===== src/rtl/timer_pkg.sv =====
// Shared timer types: the FSM state encoding and the count-mode flag.
// Sibling timer blocks reuse these types.
package timer_pkg;

    typedef enum logic [1:0] {
        ST_IDLE   = 2'd0,
        ST_RUN    = 2'd1,
        ST_PAUSED = 2'd2
    } timer_state_e;

    typedef enum logic {
        MODE_ONESHOT  = 1'b0,
        MODE_PERIODIC = 1'b1
    } timer_mode_e;

endpackage


===== src/rtl/down_timer.sv =====
// Loadable down-counter with one-shot or auto-reload modes, pause/resume,
// and a registered single-cycle done pulse on terminal count.
module down_timer
    import timer_pkg::*;
#(
    parameter int WIDTH = 10
) (
    input  logic             i_clk,
    input  logic             i_rst,
    input  logic             i_load,
    input  logic [WIDTH-1:0] i_load_value,
    input  logic             i_start,
    input  logic             i_stop,
    input  logic             i_clear,
    input  logic             i_en,
    input  logic             i_periodic,
    output logic [WIDTH-1:0] o_count,
    output logic             o_busy,
    output logic             o_done
);

    localparam logic [WIDTH-1:0] CNT_ZERO = '0;
    localparam logic [WIDTH-1:0] CNT_ONE  = {{(WIDTH-1){1'b0}}, 1'b1};

    timer_state_e     state_q,  state_d;
    timer_mode_e      mode_q,   mode_d;
    logic [WIDTH-1:0] count_q,  count_d;
    logic [WIDTH-1:0] reload_q, reload_d;
    logic             done_q,   done_d;

    // One action per cycle. A stop outside RUN still claims the cycle, so a
    // start arriving alongside it is not taken.
    always_comb begin
        state_d  = state_q;
        mode_d   = mode_q;
        count_d  = count_q;
        reload_d = reload_q;
        done_d   = 1'b0;

        if (i_load) begin
            count_d  = i_load_value;
            reload_d = i_load_value;
            state_d  = ST_IDLE;
        end else if (i_clear) begin
            count_d = CNT_ZERO;
            state_d = ST_IDLE;
        end else if (i_stop) begin
            if (state_q == ST_RUN) begin
                state_d = ST_PAUSED;
            end
        end else if (i_start && (state_q != ST_RUN)) begin
            if (count_q != CNT_ZERO) begin
                state_d = ST_RUN;
                mode_d  = timer_mode_e'(i_periodic);
            end
        end else if ((state_q == ST_RUN) && i_en) begin
            if (count_q > CNT_ONE) begin
                count_d = count_q - CNT_ONE;
            end else if (count_q == CNT_ONE) begin
                done_d = 1'b1;
                if (mode_q == MODE_PERIODIC) begin
                    count_d = reload_q;
                end else begin
                    count_d = CNT_ZERO;
                    state_d = ST_IDLE;
                end
            end else begin
                // Running with a zero count cannot make progress; park it.
                state_d = ST_IDLE;
            end
        end
    end

    always_ff @(posedge i_clk) begin
        if (i_rst) begin
            state_q  <= ST_IDLE;
            mode_q   <= MODE_ONESHOT;
            count_q  <= CNT_ZERO;
            reload_q <= CNT_ZERO;
            done_q   <= 1'b0;
        end else begin
            state_q  <= state_d;
            mode_q   <= mode_d;
            count_q  <= count_d;
            reload_q <= reload_d;
            done_q   <= done_d;
        end
    end

    assign o_count = count_q;
    assign o_busy  = (state_q == ST_RUN);
    assign o_done  = done_q;

endmodule


===== config.mk =====
export PLATFORM = sky130hd
export DESIGN_NAME = down_timer
export DESIGN_NICKNAME = d
export VERILOG_FILES = /design/src/rtl/timer_pkg.sv /design/src/rtl/down_timer.sv
export SDC_FILE = /design/constraint.sdc
export NUM_CORES = 1
export LEC_CHECK = 0
export CAP_MARGIN = 5
export CORE_MARGIN = 5
export CORE_UTILIZATION = 25
export DETAILED_ROUTE_END_ITERATION = 8
export PLACE_DENSITY = 0.47
export SETUP_SLACK_MARGIN = 0.3
export SYNTH_ARGS = -nofsm -noshare
export SYNTH_HDL_FRONTEND = slang
export SYNTH_SLANG_ARGS = --single-unit
export TNS_END_PERCENT = 20

===== constraint.sdc =====
create_clock -name i_clk -period 3.6 [get_ports i_clk]
set_clock_uncertainty 0.15 [all_clocks]
set_input_delay 0.72 -clock i_clk [delete_from_list [all_inputs] [get_ports i_clk]]
set_output_delay 0.72 -clock i_clk [all_outputs]
set_load 0.01 [all_outputs]

== After elaboration in Yosys (flattened, before gate mapping) ==
Index checks and enable logic that the tools add are counted.
Storage, ports and cells
  input bits: 18
  output and inout bits: 12
  register bits after elaboration: 24
  logic and storage cells: 48
Operators by class
  muxes and demuxes: 17
  magnitude comparators: 1
  equal/unequal tests: 9
  bitwise operators: 4
  reduce and logical (&&, ||, !) cells: 11
  add/sub/neg operators: 1
Operator list (count)
  2-to-1 mux 10 bit: 8
  2-to-1 mux 2 bit: 8
  equality test 10 x 1 -> 1 bit (second input constant): 1
  > comparator 10 x 1 -> 1 bit (second input constant): 1
  AND reduction 5 bit: 2
  nonzero test 10 bit: 1
  subtractor 10 x 1 -> 10 bit (second input constant): 1
  OR reduction 7 bit: 1
  inequality test 3 x 2 -> 1 bit (second input constant): 2
  inequality test 3 bit (second input constant): 2
  nonzero test 3 bit: 2
  inequality test 2 x 1 -> 1 bit (second input constant): 2
  inequality test 4 bit (second input constant): 1
  NOT 1 bit: 4
  AND reduction 4 bit: 1
  nonzero test 4 bit: 1
  OR reduction 3 bit: 1
  equality test 2 x 1 -> 1 bit (second input constant): 1
  logical AND 1 bit: 2
  2-to-1 mux 1 bit: 1

== Logic depth before layout (Yosys ltp) ==
  word-level depth: 8
  mapped depth: 9
  mapped depth without buffers: 7

== Least setup slack after synthesis ==
No wires, ideal clock.
  path type: input-to-reg
  start: in i_load
  end: reg count_q[2], in the netlist o_count[2]
  library setup time: 91 ps
  buffers on the path: 2
  arrival: 1845 ps
  required time: 3359 ps
  stages: 6
  slack: 1514 ps
  cells stage by stage: or2_2 > buf_2 > a31oi_2 > a21oi_4 > buf_6 > a311oi_1
On the way
  longest elaborated chain between the ends: 2
  elaborated cells on any way between the ends: 6
  those cells by class: eq/ne: 2; mux: 1; reduce/logical: 3
Ends and longest elaborated chain
  start: declaration: RTL line down_timer.sv:10  | input logic i_load,
  inequality test 3 bit (no line), or another cell as far along
  AND reduction 4 bit (no line)
  end signal: assignment: RTL line down_timer.sv:84  | count_q <= count_d;
  end: declaration: RTL line down_timer.sv:27  | logic [WIDTH-1:0] count_q, count_d;
Parallel ways exist; a longest one is shown, timed or not.
A chain may end at the register's enable or synchronous reset.

== Worst setup path in the final report ==
  start: in i_load
  end: reg count_q[4], in the netlist o_count[4]
Same word-level chain as after synthesis.

==> results.md <==
- Status: completed
- Synthesized flop and latch total: 24
- Arrival time worst endpoint: approximately 2.7 ns
- Vias: about 1300
- Synth Instances: 178
- Cell leakage power: between 0.6 and 0.7 nW
- Area leader, netlist: dfxtp_1
- Post-layout min period: 2.62 ns
- Power density over cell area: ~420 mW/mm^2
- Latest clock arrival within the worst-skew pair: approximately 0.27 ns
- GRT Overall Usage: 0.106
- Post-Place Worst Slack: roughly 0.71 ns
- RSZ-0062 raised after global routing: false
- Syn nets: roughly 200
- Routed wire per std cell: around 14 um
- TNS Setup: 0 ns
- Final Hold Viols: 0
- Vias per cell: 4.73
- Post-CTS Hold Buffers: 0
- Final Max Slew Viols: 0
- Core area: roughly 0.0058 mm^2
- Layout Area Growth over Synthesis: 24.1%
- Layout cells sized above 1: 0.0846
- Count leader, synth: nor2_1
- Yosys cell types: 43
- Setup ws final: approximately 1 ns
- First-pass GRT wire length: around 6400 um
- Post-CTS Setup Bufs: 0
- Multi-input logic area: ~860 um^2
- Clock transition at path regs: approximately 0.090 ns
- Synth area leaders: dfxtp_1, nor2_1, a21oi_1, mux2i_1, buf_6
- Hold path cells: 2
- Clock root buffer: clkbuf_8
- Synthesized area: ~0.0015 mm^2
- Clk buf depth: 2
- IO Pins: 30
- HP Class: reg -> reg
- Initial Util: 0.254
- N_diodes: 0
- Final ANT Viol Nets: 0
- Drt total wl: approximately 3800 um
- Reg2Reg Setup Slack: roughly 1.2 ns
- Hold endpoint: reload_q[6]$_SDFFE_PP0P_
- Synth warn: 0
- Yosys top cell area share: 0.325
- Drt pass-1 iters: 4
- Largest net degree at the start of global routing: 18
- Port bufs: 29
- Max-cap violations: 0
- Number of global-route vias before repair: about 1200
- Period utilization: 0.727
- # resized after CTS: 0
- TritonCTS clock tree: yes
- Endpoint class of the critical path: register
- Main synth FF type: dfxtp_1
- Register area share after synthesis: 0.325
- Critical R2R Launch: o_count[0]$_SDFFE_PP0P_
- Die Y: between 80 and 90 um
- Initial antenna violation count: 0
- Die Area: between 0.007 and 0.008 mm^2
- RePlAce Congestion: about 0.75
- Reg-to-Reg End: o_count[5]$_SDFFE_PP0P_
- Post-route DRC: 0
- Register Area: 480 um^2
- Async S/R FF share, synth: 0
- Layout net count: between 200 and 250
- Row cnt: 28
- Most instantiated cells after synthesis: nor2_1, dfxtp_1, a21oi_1, nand2_1
- Fillers: roughly 640
- Tightest Pin Transition: between 0.5 and 0.6 ns
- Hold_sp: reload_q[6]$_SDFFE_PP0P_
- Maximum vdd drop: roughly 140 uV
- Die width: 86.9 um
- # clock sinks: 24
- Dpl hpwl: a little under 3000 um
- Worst-case reg-to-reg path depth: 7
- Critical path class: in -> reg
- Post-synth EDFFs: 0
- Remaining global-route overflow: 0
- CP Launch Type: input port
- Peak Freq: about 380 MHz
- CTS Buf Count: 3
- Final setup fails: 0
- Req. time, crit path: about 3.6 ns
- # H-tree levels: 1
- Avg Inst Size Synth: 8.29 um^2
- Max FO, Critical Path: 17
- DR iter-0 viols: a little over 60
- Normalized max-slew margin: 0.636
[worst max-delay path, cell delays in order]
cell	delay [ns]
clkdlybuf4s50_1	0.75
or2_2	0.31
a31oi_2	0.10
a21oi_4	0.39
a21oi_1	0.12
a311oi_1	0.25
[kinds of logic (layout without fill, tap and decap cells)]
group / Yosys count / after routing / share of synthesized area
mux: 6 / 6 / 0.0407
fa+ha+maj: 2 / 2 / 0.0169
simple gates: 74 / 74 / 0.263
buf+inv: 18 / 41 / 0.0932
xor+xnor: 4 / 4 / 0.0237
compound gates: 50 / 50 / 0.237
flops: 24 / 24 / 0.325
[worst max path at each step]
stage	startpoint	to	slack, ns
4_1_cts	i_load	o_count[4]$_SDFFE_PP0P_	1.00
3_3_place_gp	i_load	o_count[4]$_SDFFE_PP0P_	0.76
3_5_place_dp	i_load	o_count[4]$_SDFFE_PP0P_	0.71
5_1_grt	i_load	o_count[4]$_SDFFE_PP0P_	0.78
6_report	i_load	o_count[4]$_SDFFE_PP0P_	0.98
2_1_floorplan	i_load	o_count[2]$_SDFFE_PP0P_	1.51
[registers in the layout, summed over array words and instances (netlist names)]
| name | count |
|---|---|
| reload_q | 10 |
| mode_q | 1 |
| state_q | 2 |
| o_count | 10 |
| o_done | 1 |
[report_power, final]
group          switching (W)  internal, W
combinational       0.000112     0.000101
sequential         0.0000305     0.000284
clock              0.0000920     0.000149
total               0.000234     0.000533
[cell type report]
type	instances	area share
clock inverter	1	0.0164
tap	75	0.0512
inverter	6	0.0123
timing repair buffer	31	0.167
multi-input combinational	136	0.469
clock buffer	3	0.0225
sequential	24	0.262
[cell usage in the layout (no fill, tap or decap), types with 2 or more instances in the layout]
cell,Yosys,routed
nor2_1,30,30
a311oi_1,4,4
inv_1,6,6
a311o_1,2,2
nand2_1,13,13
nor3_1,3,3
clkbuf_8,3,3
buf_4,0,2
xor2_1,3,3
nand2b_1,6,6
o21ai_0,7,7
ha_1,2,2
a31oi_1,6,6
a211oi_1,7,7
nor4_1,3,3
nand4_1,2,2
mux2i_1,6,6
nor4_4,2,2
a21oi_1,13,13
nand3_1,7,7
a221oi_1,2,2
dfxtp_1,24,24
clkdlybuf4s50_1,0,29
[layer usage]
layer	track usage	vias to the layer above	wire length [um]
met3	0.0132	2	154
met1	0.158	581	2030
met5	0	-	0
li1	-	690	-
met2	0.155	33	1540
met4	0.0340	0	39
[through the flow]
stage / instances / power [W] / cell area (um^2) / hold WS (ns) / util
2_1_floorplan: 178 / 0.000468 / 1480 / 0.294 / -
3_3_place_gp: 272 / 0.000537 / 1760 / 0.312 / 0.303
3_5_place_dp: 272 / 0.000532 / 1760 / 0.315 / 0.303
4_1_cts: 276 / 0.000777 / 1830 / 0.330 / 0.315
5_1_grt: 276 / 0.000813 / 1830 / 0.350 / 0.315
6_report: 276 / 0.000767 / 1830 / 0.329 / 0.315
No activity file was read; power rests on OpenSTA's default activity.
